--- src/rtl/timer_pkg.sv ---
// timer_pkg: shared state encoding and board-clock defaults for countdown timers
package timer_pkg;
  localparam int DEF_TICK_DIV = 100_000_000;
  typedef enum logic [1:0] {ST_IDLE, ST_RUN, ST_HOLD} state_e;
endpackage

--- src/rtl/tick_prescaler.sv ---
// tick_prescaler: modulo-TICK_DIV cycle counter with clear/enable and half-period flag
module tick_prescaler
  import timer_pkg::*;
#(
  parameter int TICK_DIV = DEF_TICK_DIV
) (
  input  logic clk,
  input  logic rst_n,
  input  logic clr,
  input  logic en,
  output logic wrap,
  output logic half
);
  localparam int W = $clog2(TICK_DIV);
  localparam logic [W-1:0] LAST = W'(TICK_DIV - 1);
  localparam logic [W-1:0] HALF = W'(TICK_DIV / 2);
  logic [W-1:0] cnt_q, cnt_d;
  // next count: clear wins, then hold when disabled, else count and wrap at LAST
  always_comb cnt_d = clr ? '0 : !en ? cnt_q : (cnt_q == LAST) ? '0 : cnt_q + 1'b1;
  // wrap marks the last cycle of a period; half refers to the value loaded next cycle
  // so the registered flash in the parent lines up with the counter
  assign wrap = cnt_q == LAST;
  assign half = cnt_d < HALF;
  // count register
  always_ff @(posedge clk)
    if (!rst_n) cnt_q <= '0;
    else cnt_q <= cnt_d;
endmodule

--- src/rtl/countdown_timer.sv ---
// countdown_timer: counts load_ticks tick periods with pause, abort and auto-reload
module countdown_timer
  import timer_pkg::*;
#(
  parameter int TICK_DIV = DEF_TICK_DIV,
  parameter int CNT_W    = 4
) (
  input  logic             clk,
  input  logic             rst_n,
  input  logic             start,
  input  logic [CNT_W-1:0] load_ticks,
  input  logic             mode,
  input  logic             pause,
  input  logic             abort,
  output logic             busy,
  output logic             tick,
  output logic             done,
  output logic             flash,
  output logic [CNT_W-1:0] remaining
);
  state_e state_q, state_d;
  logic [CNT_W-1:0] rem_q, rem_d, reload_q, reload_d;
  logic mode_q, mode_d, tick_q, tick_d, done_q, done_d, flash_q, flash_d;
  logic clr, en, wrap, half, last;
  tick_prescaler #(.TICK_DIV(TICK_DIV)) u_pre (
    .clk  (clk),
    .rst_n(rst_n),
    .clr  (clr),
    .en   (en),
    .wrap (wrap),
    .half (half)
  );
  assign last = rem_q == CNT_W'(1);
  // next state, count and pulses; priority abort > start > pause > counting
  always_comb begin
    state_d  = state_q;
    rem_d    = rem_q;
    reload_d = reload_q;
    mode_d   = mode_q;
    tick_d   = 1'b0;
    done_d   = 1'b0;
    clr      = 1'b0;
    en       = 1'b0;
    if (abort) begin
      state_d = ST_IDLE;
      rem_d   = '0;
      clr     = 1'b1;
    end else if (start) begin
      rem_d    = load_ticks;
      reload_d = load_ticks;
      mode_d   = mode;
      clr      = 1'b1;
      done_d   = load_ticks == '0;
      state_d  = (load_ticks == '0) ? ST_IDLE : pause ? ST_HOLD : ST_RUN;
    end else if (state_q != ST_IDLE) begin
      state_d = pause ? ST_HOLD : ST_RUN;
      en      = !pause;
      if (wrap && !pause) begin
        tick_d  = 1'b1;
        done_d  = last;
        rem_d   = !last ? rem_q - 1'b1 : mode_q ? reload_q : '0;
        state_d = (last && !mode_q) ? ST_IDLE : ST_RUN;
      end
    end
  end
  assign flash_d = (state_d != ST_IDLE) && half;
  // state and output registers
  always_ff @(posedge clk)
    if (!rst_n) begin
      state_q  <= ST_IDLE;
      rem_q    <= '0;
      reload_q <= '0;
      mode_q   <= 1'b0;
      tick_q   <= 1'b0;
      done_q   <= 1'b0;
      flash_q  <= 1'b0;
    end else begin
      state_q  <= state_d;
      rem_q    <= rem_d;
      reload_q <= reload_d;
      mode_q   <= mode_d;
      tick_q   <= tick_d;
      done_q   <= done_d;
      flash_q  <= flash_d;
    end
  assign busy      = state_q != ST_IDLE;
  assign tick      = tick_q;
  assign done      = done_q;
  assign flash     = flash_q;
  assign remaining = rem_q;
endmodule

--- config.mk ---
export PLATFORM = sky130hd
export DESIGN_NAME = countdown_timer
export DESIGN_NICKNAME = d
export VERILOG_FILES = /design/src/rtl/timer_pkg.sv /design/src/rtl/tick_prescaler.sv /design/src/rtl/countdown_timer.sv
export SDC_FILE = /design/constraint.sdc
export NUM_CORES = 1
export LEC_CHECK = 0
export ABC_AREA = 1
export BUFFER_PORTS_ARGS = -buffer_cell sky130_fd_sc_hd__buf_4
export CAP_MARGIN = 20
export CORE_ASPECT_RATIO = 1.75
export CORE_MARGIN = 3
export CORE_UTILIZATION = 47
export CTS_CLUSTER_SIZE = 16
export DETAILED_ROUTE_END_ITERATION = 12
export PLACE_DENSITY = 0.64
export SYNTH_ARGS = -nofsm -noshare
export SYNTH_HDL_FRONTEND = slang
export SYNTH_SLANG_ARGS = --single-unit
--- constraint.sdc ---
create_clock -name clk -period 2.4 [get_ports clk]
set_clock_uncertainty 0.05 [all_clocks]
set_input_delay 0.36 -clock clk [delete_from_list [all_inputs] [get_ports clk]]
set_output_delay 0.36 -clock clk [all_outputs]
set_load 0.005 [all_outputs]
==> impl_metrics.toml, run 1 <==
[critical_path]
required_ps = 2550
worstPathArrival_ps = 2200
end_kind = "flop"
critPathMaxFanout = 14
critPathKind = "flop to flop"
worstSetupStartpointType = "flop"
r2r_cells = 15

[grt]
overflow = 0
track_usage_pct = 21.6
grt_pass1_wl_um = 11100
grt_max_degree = 19
antenna_found_initial = 0
grt_pass1_vias = 2385

[routing]
drt_wl_total_um = 6810
routed_via_density = 5.06
drtAntennaViolNets = 0
vias = 2582
dr.pass1.iters = 5
drt_iter0_drc = 157
drc = 0
wire_per_inst_um = 13.3

[synth]
netlist_top_cells_area = "dfxtp_1 31%, nand2_1 14%, nor2_1 12%, inv_1 7.7%, nand3_1 6.5%"
synth_common_cells = "100 x nand2_1, 85 x nor2_1, 54 x inv_1"
synth_cells = 416
synth-edff-count = 0
syn_nets = 429
postSynth.asyncResetShare_pct = 0
synth_ff_type = "dfxtp_1"
synthesis.area_um2 = 2620
synth_top_area_cell = "dfxtp_1"
ys_types = 35
yosysSeqAreaShare_pct = 31.4
post-synth-top-count-cell = "nand2_1"
ys_ff_latch = 41
yosysWarnings = 0
netlist.area_leader.share_pct = 31.4
syn_area_per_cell_um2 = 6.29

[clock_tree]
cts_tree = "yes"
cts_buffers = 5
path_clk_slew_ps = 80
cts.repair.resized = 0
postCtsSetupBuffers = 0
cts_max_path_buffers = 2
clock-sinks = 41
insertion_delay_ps = 300
cts-root-buf = "clkbuf_8"
h-tree-depth = 2
ctsHoldBuffers = 0

[hold_path]
hp-class = "primary input to flop"
whs_path_depth = 3

[power]
powerDensity_nw_per_um2 = 501
clockPowerShare_pct = 45.7
power_frac_seq_pct = 47.6
ir_worst_vdd_uv = 295
p_int_w = 0.00114
switching_share_pct = 22.4
p_leak_nw = 1.20
switching_power_w = 0.000329
comb_power_share_pct = 6.7

[place]
dpl_cell_area_um2 = 2800
numPlacedInstances = 502
gp_congestion = 0.887
portBuffers = 17
hpwl_um = 5440

[sta]
fin_crit_sh_pct = 85.4
drv_slew = 0
timing.slew.headroom_pct = 71.0
rsz0062_at_grt = "no"
min_period_ps = 2050
tns_ps = 0
setup_violations = 0
fmax_mhz = 488
hold_viol_final = 0
hold_ws_ps = 236
tightest_slew_ps = 434

[job]
drv_cap = 0

[die]
initial_core_util_pct = 49.0
die_h_um = 105
ios = 18
std_cell_rows = 35
die_x_um = 62.4
core_area_um2 = 5340
fp.dieArea_um2 = 6540

[finish]
layout.cells.non_filler = 510
drive_above_1_share_pct = 12.6
diodes = 0
finalInstanceArea_um2 = 2930
post-route-util_pct = 54.9
nets = 448
syn2layout_area_growth_pct = 12.0

[status]
status = "complete, no violations"
## placed cells by master (no fill, tap or decap), types with 2 or more instances in the layout
master       n
nand4_1      8
bufinv_16    2
ha_1         3
clkbuf_8     5
nand3_1     34
xnor2_1      3
a21oi_1      7
a311oi_1     2
nor2_1      85
o21ai_0     13
buf_4       17
xor2_1       5
nand2_2      4
dfxtp_1     41
nor3_1      19
nor2_2       2
nand3_4      3
nand2_1    100
inv_1       54
inv_2        7
or2_2        2
nand3_2      2
nor2_4       6
## layout make-up
class | instances | area [µm²]
fill | 571 | 2410
multi-input combinational | 308 | 1530
sequential | 41 | 821
inverter | 62 | 233
timing repair buffer | 17 | 128
tap | 74 | 92.6
clock buffer | 5 | 68.8
clock inverter | 3 | 65.1
## state kept, by name, indices dropped and copies added, names as in the netlist
signal	count
remaining	4
tick	1
reload_q	4
flash	1
done	1
u_pre.cnt_q	27
state_q	2
mode_q	1
## worst paths after layout
check                           slack (ps)      startpoint           to
worst max-delay path                   350  u_pre.cnt_q[0]        flash
worst max register to register         350  u_pre.cnt_q[0]        flash
worst min-delay path                   240            mode       mode_q
worst min register to register         430     reload_q[0]  reload_q[0]
## power groups by stage
stage                     logic (W)  registers, W  clock network [W]
after floorplan           0.0000613      0.000713                  0
after global placement    0.0000990      0.000716                  0
after detailed placement  0.0000999      0.000715                  0
after CTS                  0.000100      0.000700           0.000686
after global routing       0.000111      0.000701           0.000710
final                     0.0000987      0.000699           0.000672
## layer usage
metal	vias up	GRT usage, %	part of all wire, %
met2	48	40.3	54
met1	1158	22.6	38
li1	1351	-	-
met5	-	0	0
met4	0	12.8	5.0
met3	25	2.69	2.4
## through the flow
step / setup WS [ps] / power, W
6_report: 350 / 0.00147
2_1_floorplan: 564 / 0.000774
5_1_grt: 140 / 0.00152
3_3_place_gp: 286 / 0.000814
4_1_cts: 362 / 0.00149
3_5_place_dp: 276 / 0.000815
## cells by family (layout without fill, tap and decap cells)
group / Yosys count / in the layout / synth area share, %
and+or+nand+nor: 270 / 270 / 48.4
xor gates and xnor gates: 8 / 8 / 2.68
DFF: 41 / 41 / 31.4
AOI/OAI and AO/OA: 27 / 27 / 5.78
adders and majority gates: 3 / 3 / 1.43
buffers and inverters: 67 / 87 / 10.4
## critical path, stage by stage (launching register included)
cell     delay [ps]
dfxtp_1         350
ha_1            230
nand3_1         140
inv_2            70
nand2_4         100
nor2_4           50
nand3_4         130
nand2_2          60
inv_2           230
nand2_1         110
nor2_1          100
nand2_1          60
nor2_1           90
nand3_1          90
nand2_1          70
nand2_1          40
Note: power is estimated with default switching activity, not from simulation.
==> run 2: changes to the inputs <==
--- a/config.mk
+++ b/config.mk
@@ -13,6 +13,7 @@
 export CORE_UTILIZATION = 47
 export CTS_CLUSTER_SIZE = 16
 export DETAILED_ROUTE_END_ITERATION = 12
+export MAX_ROUTING_LAYER = met4
 export PLACE_DENSITY = 0.64
 export SYNTH_ARGS = -nofsm -noshare
 export SYNTH_HDL_FRONTEND = slang
==> run 2 against run 1 <==
Hold slack lost 9.9 ps. Sequential power hardly changed. Sequential share of layout area rose by 0.31 points. Via count fell by 0.31%. Wire length grew 3.1%.
==> impl_metrics.toml, run 2 (synthesis gave the netlist of run 1 again) <==
[routing]
routed_via_density = 5.05
drt_iter0_drc = 141
drtAntennaViolNets = 0
drt_wl_total_um = 7020
drc = 0
dr.pass1.iters = 4
vias = 2574
wire_per_inst_um = 13.8

[critical_path]
end_kind = "flop"
worstSetupStartpointType = "flop"
critPathMaxFanout = 6
cpMaxStageDelayCell = "dfxtp_1"
crit_chain = "ha_1 -> nand3_1 -> inv_2 -> nand2_4 -> nor2_4 -> nand3_4 -> clkinv_1 -> nand3_1 -> nand3_2 -> nand2_1 -> nor2_1 -> nand3_1 -> nand2_1 -> nand2_1"
cpPeakStageDelay_ps = 390
required_ps = 2560
critPathKind = "flop to flop"
worstPathArrival_ps = 2200

[grt]
grt_pass1_wl_um = 11700
antenna_found_initial = 0
use_met3_pct = 2.80
track_usage_pct = 23.3
busiest_layer = "met2"
grt_pass1_vias = 2522
grt_max_degree = 19
grtUsageMet2_pct = 45.4
overflow = 0
met1_usage_pct = 22.6

[clock_tree]
path_clk_slew_ps = 80
cts_buffers = 5
clock-sinks = 41
postCtsSetupBuffers = 0
h-tree-depth = 2
cts_tree = "yes"
cts_max_path_buffers = 2
cts-root-buf = "clkbuf_8"
insertion_delay_ps = 300
cts.repair.resized = 0
ctsHoldBuffers = 0

[finish]
largest_reg_flops = 27
syn2layout_area_growth_pct = 10.8
regMostFlops = "u_pre.cnt_q"
most-common-layout-cells = "100 x nand2_1, 85 x nor2_1, 54 x inv_1"
final_common_cell = "nand2_1"
finalInstanceArea_um2 = 2900
post-route-util_pct = 54.3
drive_above_1_share_pct = 12.6
nets = 448
layout.cells.non_filler = 510
diodes = 0

[power]
p_leak_nw = 1.19
powerDensity_nw_per_um2 = 452
ir_worst_vdd_uv = 301

[die]
fp.dieArea_um2 = 6540
std_cell_rows = 35
die_x_um = 62.4
core_area_um2 = 5340
ios = 18
initial_core_util_pct = 49.0
die_h_um = 105

[place]
gp_congestion = 0.886
hpwl_um = 5570
portBuffers = 17
dpl_cell_area_um2 = 2800
numPlacedInstances = 502

[sta]
fmax_mhz = 489
min_period_ps = 2050
hold_viol_final = 0
timing.slew.headroom_pct = 69.6
tightest_slew_ps = 454
drv_slew = 0
rsz0062_at_grt = "no"
setup_violations = 0
fin_crit_sh_pct = 85.3
tns_ps = 0

[status]
status = "complete, no violations"

[job]
drv_cap = 0

[hold_path]
hp-class = "primary input to flop"
[run 2: cell count changes in the layout (fill, tap and decap cells not counted), sizes merged]
cell | before | now
clkbuf | 5 | 7
bufinv | 2 | 0
[run 2: stage by stage]
| stage | setup WS (ps) | total power (W) | hold WS [ps] |
|---|---|---|---|
| after floorplan | 564 | 0.000774 | 380 |
| after global placement | 280 | 0.000815 | 416 |
| after detailed placement | 265 | 0.000815 | 415 |
| after CTS | 351 | 0.00132 | 224 |
| after global routing | 93.8 | 0.00136 | 271 |
| final | 353 | 0.00131 | 226 |
[run 2: worst paths after layout]
check / from / end / slack, ps / depth (start not counted)
max: u_pre.cnt_q[0] / flash / 350 / 14
min: mode / mode_q / 230 / 3
max reg2reg: u_pre.cnt_q[0] / flash / 350 / 14
min reg2reg: reload_q[0] / reload_q[0] / 420 / 2
[run 2: report_power, final]
| group | switching [W] | leakage [nW] | internal [W] |
|---|---|---|---|
| Combinational | 0.0000613 | 0.801 | 0.0000371 |
| Sequential | 0.00000845 | 0.332 | 0.000691 |
| Clock | 0.000253 | 0.0542 | 0.000260 |
[run 2: routing by layer]
layer | vias to the layer above | wire (µm)
met5 | - | 0
met1 | 1169 | 2680
met3 | 16 | 167
met2 | 43 | 3980
met4 | 0 | 192
li1 | 1346 | -
[run 2: layout make-up]
type / count / area (µm²)
clock buffer: 7 / 96.3
sequential: 41 / 821
inverter: 62 / 233
fill: 585 / 2440
multi-input combinational: 308 / 1530
clock inverter: 1 / 5.00
tap: 74 / 92.6
timing repair buffer: 17 / 128
[run 2: worst max-delay path: cells and delay by family, from the launching register on]
family | cells | cell delay, ps
fa+ha+maj | 1 | 210
buf+inv | 2 | 220
flops | 1 | 390
simple gates | 11 | 1100
